<file path="src/rtl/network_pkg.sv">
// Shared network datapath definitions.
//   CHANNELS / TAPS : vector width and number of conv1d input taps
//   sample_t        : default signed fixed-point sample
//   chan_vec_t      : one CHANNELS-wide result vector
//   state_t         : capture/strobe sequencing state
package network_pkg;

  localparam int CHANNELS = 8;
  localparam int TAPS     = 4;
  localparam int SAMPLE_W = 16;

  typedef logic signed [SAMPLE_W-1:0] sample_t;
  typedef sample_t [CHANNELS-1:0]     chan_vec_t;

  typedef enum logic {
    IDLE,
    UPDATE
  } state_t;

endpackage

</file>
<file path="src/rtl/rising_edge_detect.sv">
// One-cycle pulse on a low-to-high transition of a level signal.
//   clk   : system clock
//   rst   : asynchronous active-low reset (previous level cleared)
//   level : sampled level input
//   pulse : high while level=1 and the previous-cycle level was 0
// A level already high when reset releases yields one pulse.
module rising_edge_detect (
  input  logic clk,
  input  logic rst,
  input  logic level,
  output logic pulse
);

  logic prev;

  always_ff @(posedge clk or negedge rst) begin
    if (!rst) prev <= 1'b0;
    else      prev <= level;
  end

  assign pulse = level & ~prev;

endmodule

</file>
<file path="src/rtl/activation_history_buffer.sv">
// History of conv0 result vectors presented as 4 dilated taps to conv1.
//   clk, rst            : clock, asynchronous active-low reset
//   in_v                : upstream valid level; one capture per rising edge
//   in_d0..in_d7        : upstream channel samples
//   flush               : synchronous clear of history; beats a capture
//   out_aK_dC           : tap K (a3 newest), channel C, registered history
//   out_stb             : one-cycle pulse in the cycle after each capture
//   primed              : history completely filled (DEPTH captures)
//   fill_count          : captures held, saturating at DEPTH
module activation_history_buffer
  import network_pkg::*;
#(
  parameter int W        = 16,
  parameter int DILATION = 1
) (
  input  logic                clk,
  input  logic                rst,
  input  logic                in_v,
  input  logic signed [W-1:0] in_d0, in_d1, in_d2, in_d3,
  input  logic signed [W-1:0] in_d4, in_d5, in_d6, in_d7,
  input  logic                flush,
  output logic signed [W-1:0] out_a0_d0, out_a0_d1, out_a0_d2, out_a0_d3,
  output logic signed [W-1:0] out_a0_d4, out_a0_d5, out_a0_d6, out_a0_d7,
  output logic signed [W-1:0] out_a1_d0, out_a1_d1, out_a1_d2, out_a1_d3,
  output logic signed [W-1:0] out_a1_d4, out_a1_d5, out_a1_d6, out_a1_d7,
  output logic signed [W-1:0] out_a2_d0, out_a2_d1, out_a2_d2, out_a2_d3,
  output logic signed [W-1:0] out_a2_d4, out_a2_d5, out_a2_d6, out_a2_d7,
  output logic signed [W-1:0] out_a3_d0, out_a3_d1, out_a3_d2, out_a3_d3,
  output logic signed [W-1:0] out_a3_d4, out_a3_d5, out_a3_d6, out_a3_d7,
  output logic                out_stb,
  output logic                primed,
  output logic [4:0]          fill_count
);

  localparam int         DEPTH     = 3 * DILATION + 1;
  localparam logic [4:0] DEPTH_CNT = 5'(DEPTH);

  logic signed [W-1:0] in_vec [CHANNELS];
  logic signed [W-1:0] hist   [DEPTH][CHANNELS];
  logic signed [W-1:0] tap    [TAPS][CHANNELS];
  logic                rise;
  logic                capture;
  logic [4:0]          fill_next;
  state_t              state, state_next;

  assign in_vec = '{in_d0, in_d1, in_d2, in_d3, in_d4, in_d5, in_d6, in_d7};

  rising_edge_detect u_edge (
    .clk   (clk),
    .rst   (rst),
    .level (in_v),
    .pulse (rise)
  );

  // The edge detector keeps tracking in_v during flush, so a held level
  // cannot produce a late capture once flush drops.
  assign capture = rise & ~flush;

  always_ff @(posedge clk or negedge rst) begin
    if (!rst) begin
      for (int unsigned i = 0; i < DEPTH; i++) hist[i] <= '{default: '0};
    end else if (flush) begin
      for (int unsigned i = 0; i < DEPTH; i++) hist[i] <= '{default: '0};
    end else if (capture) begin
      hist[0] <= in_vec;
      for (int unsigned i = 1; i < DEPTH; i++) hist[i] <= hist[i-1];
    end
  end

  assign fill_next = (fill_count == DEPTH_CNT) ? fill_count : fill_count + 5'd1;

  // primed is registered from the post-capture count so it rises on the same
  // edge as the capture that fills the history.
  always_ff @(posedge clk or negedge rst) begin
    if (!rst) begin
      fill_count <= '0;
      primed     <= 1'b0;
    end else if (flush) begin
      fill_count <= '0;
      primed     <= 1'b0;
    end else if (capture) begin
      fill_count <= fill_next;
      primed     <= (fill_next == DEPTH_CNT);
    end
  end

  always_ff @(posedge clk or negedge rst) begin
    if (!rst) state <= IDLE;
    else      state <= state_next;
  end

  always_comb begin
    state_next = IDLE;
    out_stb    = 1'b0;
    case (state)
      IDLE:    if (capture) state_next = UPDATE;
      UPDATE: begin
        out_stb = 1'b1;
        if (capture) state_next = UPDATE;
      end
      default: state_next = IDLE;
    endcase
  end

  always_comb begin
    for (int unsigned k = 0; k < TAPS; k++)
      tap[k] = hist[(TAPS - 1 - k) * DILATION];
  end

  assign out_a0_d0 = tap[0][0]; assign out_a0_d1 = tap[0][1];
  assign out_a0_d2 = tap[0][2]; assign out_a0_d3 = tap[0][3];
  assign out_a0_d4 = tap[0][4]; assign out_a0_d5 = tap[0][5];
  assign out_a0_d6 = tap[0][6]; assign out_a0_d7 = tap[0][7];
  assign out_a1_d0 = tap[1][0]; assign out_a1_d1 = tap[1][1];
  assign out_a1_d2 = tap[1][2]; assign out_a1_d3 = tap[1][3];
  assign out_a1_d4 = tap[1][4]; assign out_a1_d5 = tap[1][5];
  assign out_a1_d6 = tap[1][6]; assign out_a1_d7 = tap[1][7];
  assign out_a2_d0 = tap[2][0]; assign out_a2_d1 = tap[2][1];
  assign out_a2_d2 = tap[2][2]; assign out_a2_d3 = tap[2][3];
  assign out_a2_d4 = tap[2][4]; assign out_a2_d5 = tap[2][5];
  assign out_a2_d6 = tap[2][6]; assign out_a2_d7 = tap[2][7];
  assign out_a3_d0 = tap[3][0]; assign out_a3_d1 = tap[3][1];
  assign out_a3_d2 = tap[3][2]; assign out_a3_d3 = tap[3][3];
  assign out_a3_d4 = tap[3][4]; assign out_a3_d5 = tap[3][5];
  assign out_a3_d6 = tap[3][6]; assign out_a3_d7 = tap[3][7];

endmodule
</file>
<file path="config.mk">
export PLATFORM = sky130hd
export DESIGN_NAME = activation_history_buffer
export DESIGN_NICKNAME = d
export VERILOG_FILES = /design/src/rtl/network_pkg.sv /design/src/rtl/rising_edge_detect.sv /design/src/rtl/activation_history_buffer.sv
export SDC_FILE = /design/constraint.sdc
export NUM_CORES = 1
export LEC_CHECK = 0
export CAP_MARGIN = 20
export CORE_AREA = 2 2 255 257
export CTS_CLUSTER_DIAMETER = 200
export DETAILED_ROUTE_END_ITERATION = 8
export DIE_AREA = 0 0 257 259
export HOLD_SLACK_MARGIN = 0.02
export PLACE_DENSITY = 0.64
export SETUP_SLACK_MARGIN = 0.15
export SLEW_MARGIN = 0
export SYNTH_ARGS = -nofsm -noshare
export SYNTH_HDL_FRONTEND = slang
export SYNTH_SLANG_ARGS = --single-unit
</file>
<file path="constraint.sdc">
create_clock -name clk -period 2.1 [get_ports clk]
set_clock_uncertainty 0.15 [all_clocks]
set_input_delay 0.21 -clock clk [delete_from_list [all_inputs] [get_ports clk]]
set_output_delay 0.21 -clock clk [all_outputs]
set_load 0.05 [all_outputs]
</file>
==> impl_metrics.yaml, run 1 <==
global_route:
  gr-usage-met2: 0.350
  first_global_vias: 18600
  grt_util_met3: 0.0435
  grt_remaining_overflow: 0
  grt_max_degree: 90
  use_met1: 0.271
  grt-busiest-layer: "met2"
  antenna_found_initial: 4
  grt_usage: 0.214
  grt_pass1_wl_um: 112000
logic_synthesis:
  yosys-top-cells-area: "dfrtp_1, nand2_1, a21oi_1"
  synthesis.nets: 2403
  synth_top_area_share: 0.636
  synth_seq_cells: 520
  synth_cells: 2269
  yosysSeqAreaShare: 0.636
  synth_top_area_cell: "dfrtp_1"
  yosysMostFrequentCell: "nand2_1"
  async_reset_ff_frac: 1.00
  yosysWarnings: 0
  synthTopCellsByCount: "nand2_1, dfrtp_1, a21oi_1, clkbuf_1, buf_2"
  synth_edf_count: 0
  synthFlopType: "dfrtp_1"
  post_synth_num_cell_types: 29
  netlist_area_sq_um: 20500
  avgSynthCellArea_sq_um: 9.02
critical_path:
  endpoint_kind: "output pin"
  r2r_slack_ns: 0.24
  cp_slowest_cell: "dlygate4sd2_1"
  reg2reg_depth: 6
  cp.arrival_ns: 1.56
  crit_type: "flop to output pin"
  path_depth: 1
  cp-startpoint: "out_a2_d3[9]"
  endpoint: "out_a2_d3[9]"
  worstReg2RegEnd: "primed"
  slowest_delay_ns: 0.56
  crit_buf_inv: 1
  path_cells: "dlygate4sd2_1"
  path_delay_family: "buffers and inverters"
  required_ns: 1.74
  path_max_fanout: 3
  timing.rr.start: "fill_count[1]"
  worst_setup_path_start_kind: "flop"
layout:
  drive_above_1_share: 0.0985
  syn_to_final_growth_pct: 50.1
  nNetsFinal: 3117
  final_util: 0.481
timing:
  setup_viol: 0
  rsz0062_at_grt: "no"
  fin_crit_ns: 1.92
  tns_ns: 0
  slew_viol_final: 0
  fmax_mhz: 521
  max_slew.worst_pin.slew_ns: 0.611
  hold_viol_final: 0
  slew-limit-headroom: 0.593
  timing.final.crit_share: 0.913
detailed_routing:
  wl_um: 73600
  drt_iter0_markers: 1520
  avgRoutedWirePerCell_um: 19.0
  dr_total_vias: 18900
  avgViaCountPerCell: 4.87
  ant_nets: 0
  drt_pass1_iterations: 5
  drc: 0
placement:
  dp_hpwl_um: 52800
  numPortBuffers: 650
  place_congestion: 0.889
die:
  dieWidth_um: 257
  die-height_um: 259
  dieArea_sq_um: 66600
  start_util: 0.320
  coreArea_sq_um: 63900
  io_pins: 651
  rows: 93
hold_path:
  worstHoldPathType: "input port to flop"
power_and_ir_drop:
  leakage_nw: 14.5
  p_per_area_nw_per_um2: 761
  power_mw: 23.4
  peakVddDrop_uv: 675
cts:
  cts.path.max_buffers: 3
  numCtsBuffers: 56
  clk-insertion-delay-late_ns: 0.59
  cts_tree: "yes"
  cts_root_buf: "clkbuf_16"
  cts.sinks: 520
  clkTransAtPathRegs_ns: 0.06
  htreeDepth: 2
flow_run:
  cap_violations: 0
outcome:
  outcome: "completed"
==> where the power goes <==
group | internal [mW] | switching [mW]
combinational | 0.824 | 1.65
sequential | 10.2 | 0.178
clock | 6.46 | 4.06
total | 17.5 | 5.88
==> kinds of logic after synthesis <==
family	count (synthesis)	share of synthesized area
adders and majority gates	2	0.00122
buffers and inverters	179	0.0385
DFF	520	0.636
AOI/OAI and AO/OA	521	0.129
muxes	3	0.00177
and+or+nand+nor	1042	0.193
xor gates and xnor gates	2	0.000856
==> metrics by stage <==
stage	cell area [sq um]	instances	hold slack, ns	setup slack, ns
finish	30700	3881	0.0485	0.182
global placement	28200	3687	0.0500	0.113
CTS	30700	3878	0.0208	0.0865
floorplan	20500	2269	-0.236	0.158
detailed placement	28200	3687	0.0583	0.0544
global route	30700	3881	0.0252	0.148
==> per-layer routing <==
| layer | share of wire | vias up |
|---|---|---|
| met5 | 0.00018 | - |
| met4 | 0.051 | 2 |
| met3 | 0.059 | 185 |
| met2 | 0.49 | 678 |
| met1 | 0.40 | 9291 |
| li1 | - | 8727 |
==> worst min-delay path by stage <==
| stage | from | slack [ns] | cells after the start | end |
|---|---|---|---|---|
| floorplan | rst | -0.24 | 0 | fill_count[0] |
| global placement | rst | 0.05 | 1 | out_a3_d7[7] |
| detailed placement | rst | 0.06 | 1 | out_a3_d7[7] |
| CTS | in_d1[0] | 0.02 | 3 | out_a3_d1[0] |
| global route | in_d2[0] | 0.03 | 3 | out_a3_d2[0] |
| finish | in_d2[0] | 0.05 | 3 | out_a3_d2[0] |
==> repair_timing <==
item,in CTS,in global routing
endpoints found under the setup margin,467,75
buffers inserted,0,1
hold buffers,92,0
endpoints found under the hold margin,660,0
resized for setup,590,82
==> layout make-up <==
cell class / instances / area (sq um)
well taps: 855 / 1070
flip-flops and latches: 520 / 13000
clock buffers: 84 / 1720
fillers: 6036 / 33200
repair buffers: 831 / 7930
inverters: 4 / 15.0
multi-input cells: 1570 / 6700
diodes: 2 / 5.00
clock inverters: 15 / 256
==> cells in the final DEF, fill, tap and decap left out, drive strengths merged <==
cell type	instances
dfrtp	520
a21oi	515
or2b	1
clkdlybuf4s15	125
nor3b	1
clkdlybuf4s50	129
nor3	1
nor2	4
mux2	2
dlygate4sd2	320
ha	2
o21ai	1
or3b	1
o211a	1
mux2i	1
a32oi	1
o211ai	2
nand2b	2
nand4	2
clkinvlp	1
xnor2	2
buf	143
dlygate4sd3	92
nand3	3
and4	1
nor2b	1
nand2	1025
clkbuf	106
bufinv	7
clkinv	6
diode	2
inv	5
o41ai	1
(Power assumes the default switching activity.)
==> inputs of run 2 (changes only) <==
Settings changed: ABC_CLOCK_PERIOD_IN_PS set to 2100.
==> results of run 2 <==
Same layout as run 1: the final DEF is identical, and so are final timing and power.
==> inputs of run 3 (changes only) <==
Settings changed: CAP_MARGIN 20 to 25, SKIP_CTS_REPAIR_TIMING set to 1, TNS_END_PERCENT set to 10.
==> run 3 against run 2 <==
  * Critical endpoint is now primed
  * Highest routed layer unchanged
  * Global-route usage is 0.33 points lower
  * Critical path depth is 5 higher
  * Total power is 0.12% lower
  * Largest power group unchanged
  * Non-clock buffer count is 64 lower
  * Sequential power hardly changed
  * First-iteration DRC count is 3.2% higher
  * Largest cell class unchanged
  * Worst hold slack worse by 0.044 ns
  * Cell area is 3.1% higher
  * Critical path type is now flop to flop
==> impl_metrics.yaml, run 3 (synthesis gave the netlist of run 1 again) <==
timing:
  setup_viol: 0
  slew_viol_final: 0
  timing.final.crit_share: 0.915
  fin_crit_ns: 1.92
  fmax_mhz: 521
  rsz0062_at_grt: "yes"
  tns_ns: 0
  slew-limit-headroom: 0.581
  whs_ns: 0.00406
  max_slew.worst_pin.slew_ns: 0.628
  setup_slack_ns: 0.179
  hold_viol_final: 0
detailed_routing:
  wl_um: 73900
  dr_total_vias: 18600
  avgRoutedWirePerCell_um: 19.4
  drt_pass1_iterations: 9
  avgViaCountPerCell: 4.88
  drc: 0
  drt_iter0_markers: 1569
  ant_nets: 0
placement:
  dp_hpwl_um: 52800
  dpl_worst_slack_ns: 0.0544
  numPortBuffers: 650
  place_congestion: 0.889
die:
  dieArea_sq_um: 66600
  io_pins: 651
  die-height_um: 259
  rows: 93
  start_util: 0.320
  coreArea_sq_um: 63900
  dieWidth_um: 257
cts:
  clk-insertion-delay-late_ns: 0.59
  cts_tree: "yes"
  cts.path.max_buffers: 3
  cts.sinks: 520
  htreeDepth: 2
  cts_root_buf: "clkbuf_16"
  numCtsBuffers: 56
  clkTransAtPathRegs_ns: 0.06
outcome:
  outcome: "completed"
layout:
  final_cell_mix: "nand2_1, dfrtp_1, a21oi_1"
  final_common_cell: "nand2_1"
  nNetsFinal: 3053
  syn_to_final_growth_pct: 54.8
  drive_above_1_share: 0.0821
  nFillCells: 5753
global_route:
  grt_max_degree: 90
  grt_remaining_overflow: 0
  grt_pass1_wl_um: 110000
  first_global_vias: 18200
  antenna_found_initial: 2
  grt_usage: 0.211
critical_path:
  crit_buf_inv: 1
  cp.arrival_ns: 2.26
  endpoint_kind: "flop"
  cp_slowest_cell: "dfrtp_2"
  required_ns: 2.44
  path_delay_family: "simple AND/OR/NAND/NOR gates"
  worst_setup_path_start_kind: "flop"
  path_max_fanout: 8
  crit_type: "flop to flop"
  path_cells: "inv_1, ha_1, or3b_1, nand3_1, o211ai_1, o41ai_2"
  slowest_delay_ns: 0.46
flow_run:
  cap_violations: 0
power_and_ir_drop:
  peakVddDrop_uv: 680
  p_per_area_nw_per_um2: 737
  leakage_nw: 21.0
hold_path:
  worstHoldPathType: "input port to flop"
## run 3: changes by cell type in the layout (fill, tap and decap cells not counted), moves of 20 or more
cell / delta
clkbuf_2: -20
clkdlybuf4s15_1: -92
clkdlybuf4s15_2: -33
dlygate4sd3_1: -63
dlymetal6s2s_1: +465
dlygate4sd2_1: -320
## run 3: metrics by stage
step | instance area [sq um] | power, mW | instances | util
5_1_grt | 31700 | 24.2 | 3816 | 0.496
2_1_floorplan | 20500 | 11.7 | 2269 | -
6_report | 31700 | 23.3 | 3816 | 0.496
3_5_place_dp | 28200 | 13.0 | 3687 | 0.442
3_3_place_gp | 28200 | 12.9 | 3687 | 0.442
4_1_cts | 30200 | 23.6 | 3786 | 0.473
## run 3: power breakdown
part           switching, mW  internal (mW)  leakage, nW  total, mW
clock                   4.06           6.46        0.976       10.5
combinational           1.62          0.824         12.9       2.44
sequential             0.176           10.2         7.20       10.4
## run 3: routing by layer
layer	vias to the layer above	GRT usage	routed length (um)
met4	2	0.0956	3910
met3	193	0.0440	4580
met2	682	0.347	36200
met1	9157	0.267	29100
li1	8601	-	-
met5	-	0	13
## run 3: final cells by class
type,count,area [sq um],share of cell area
timing repair buffer,767,8920,0.282
inverter,4,15.0,0.000474
antenna,1,2.50,0.0000790
clock buffer,84,1720,0.0542
sequential,520,13000,0.411
multi-input combinational,1570,6680,0.211
tap,855,1070,0.0338
clock inverter,15,256,0.00810
## run 3: final timing paths
path / from / to / slack, ns / cells past startpoint
worst max-delay path: fill_count[0] / primed / 0.18 / 6
worst min-delay path: in_d1[6] / out_a3_d1[6] / 0.004 / 3
worst max register to register: fill_count[0] / primed / 0.18 / 6
worst min register to register: out_a0_d5[5] / out_a0_d5[5] / 0.37 / 2
max in group asynchronous: rst / out_a2_d6[10] / 0.94 / 3
min in group asynchronous: rst / out_a3_d7[7] / 0.03 / 2
## run 3: worst register-to-register path, cell delays in order (launching register included)
cell and delay, ns:
dfrtp_2 0.46, inv_1 0.08, ha_1 0.20, or3b_1 0.41, nand3_1 0.11, o211ai_1 0.11, o41ai_2 0.31
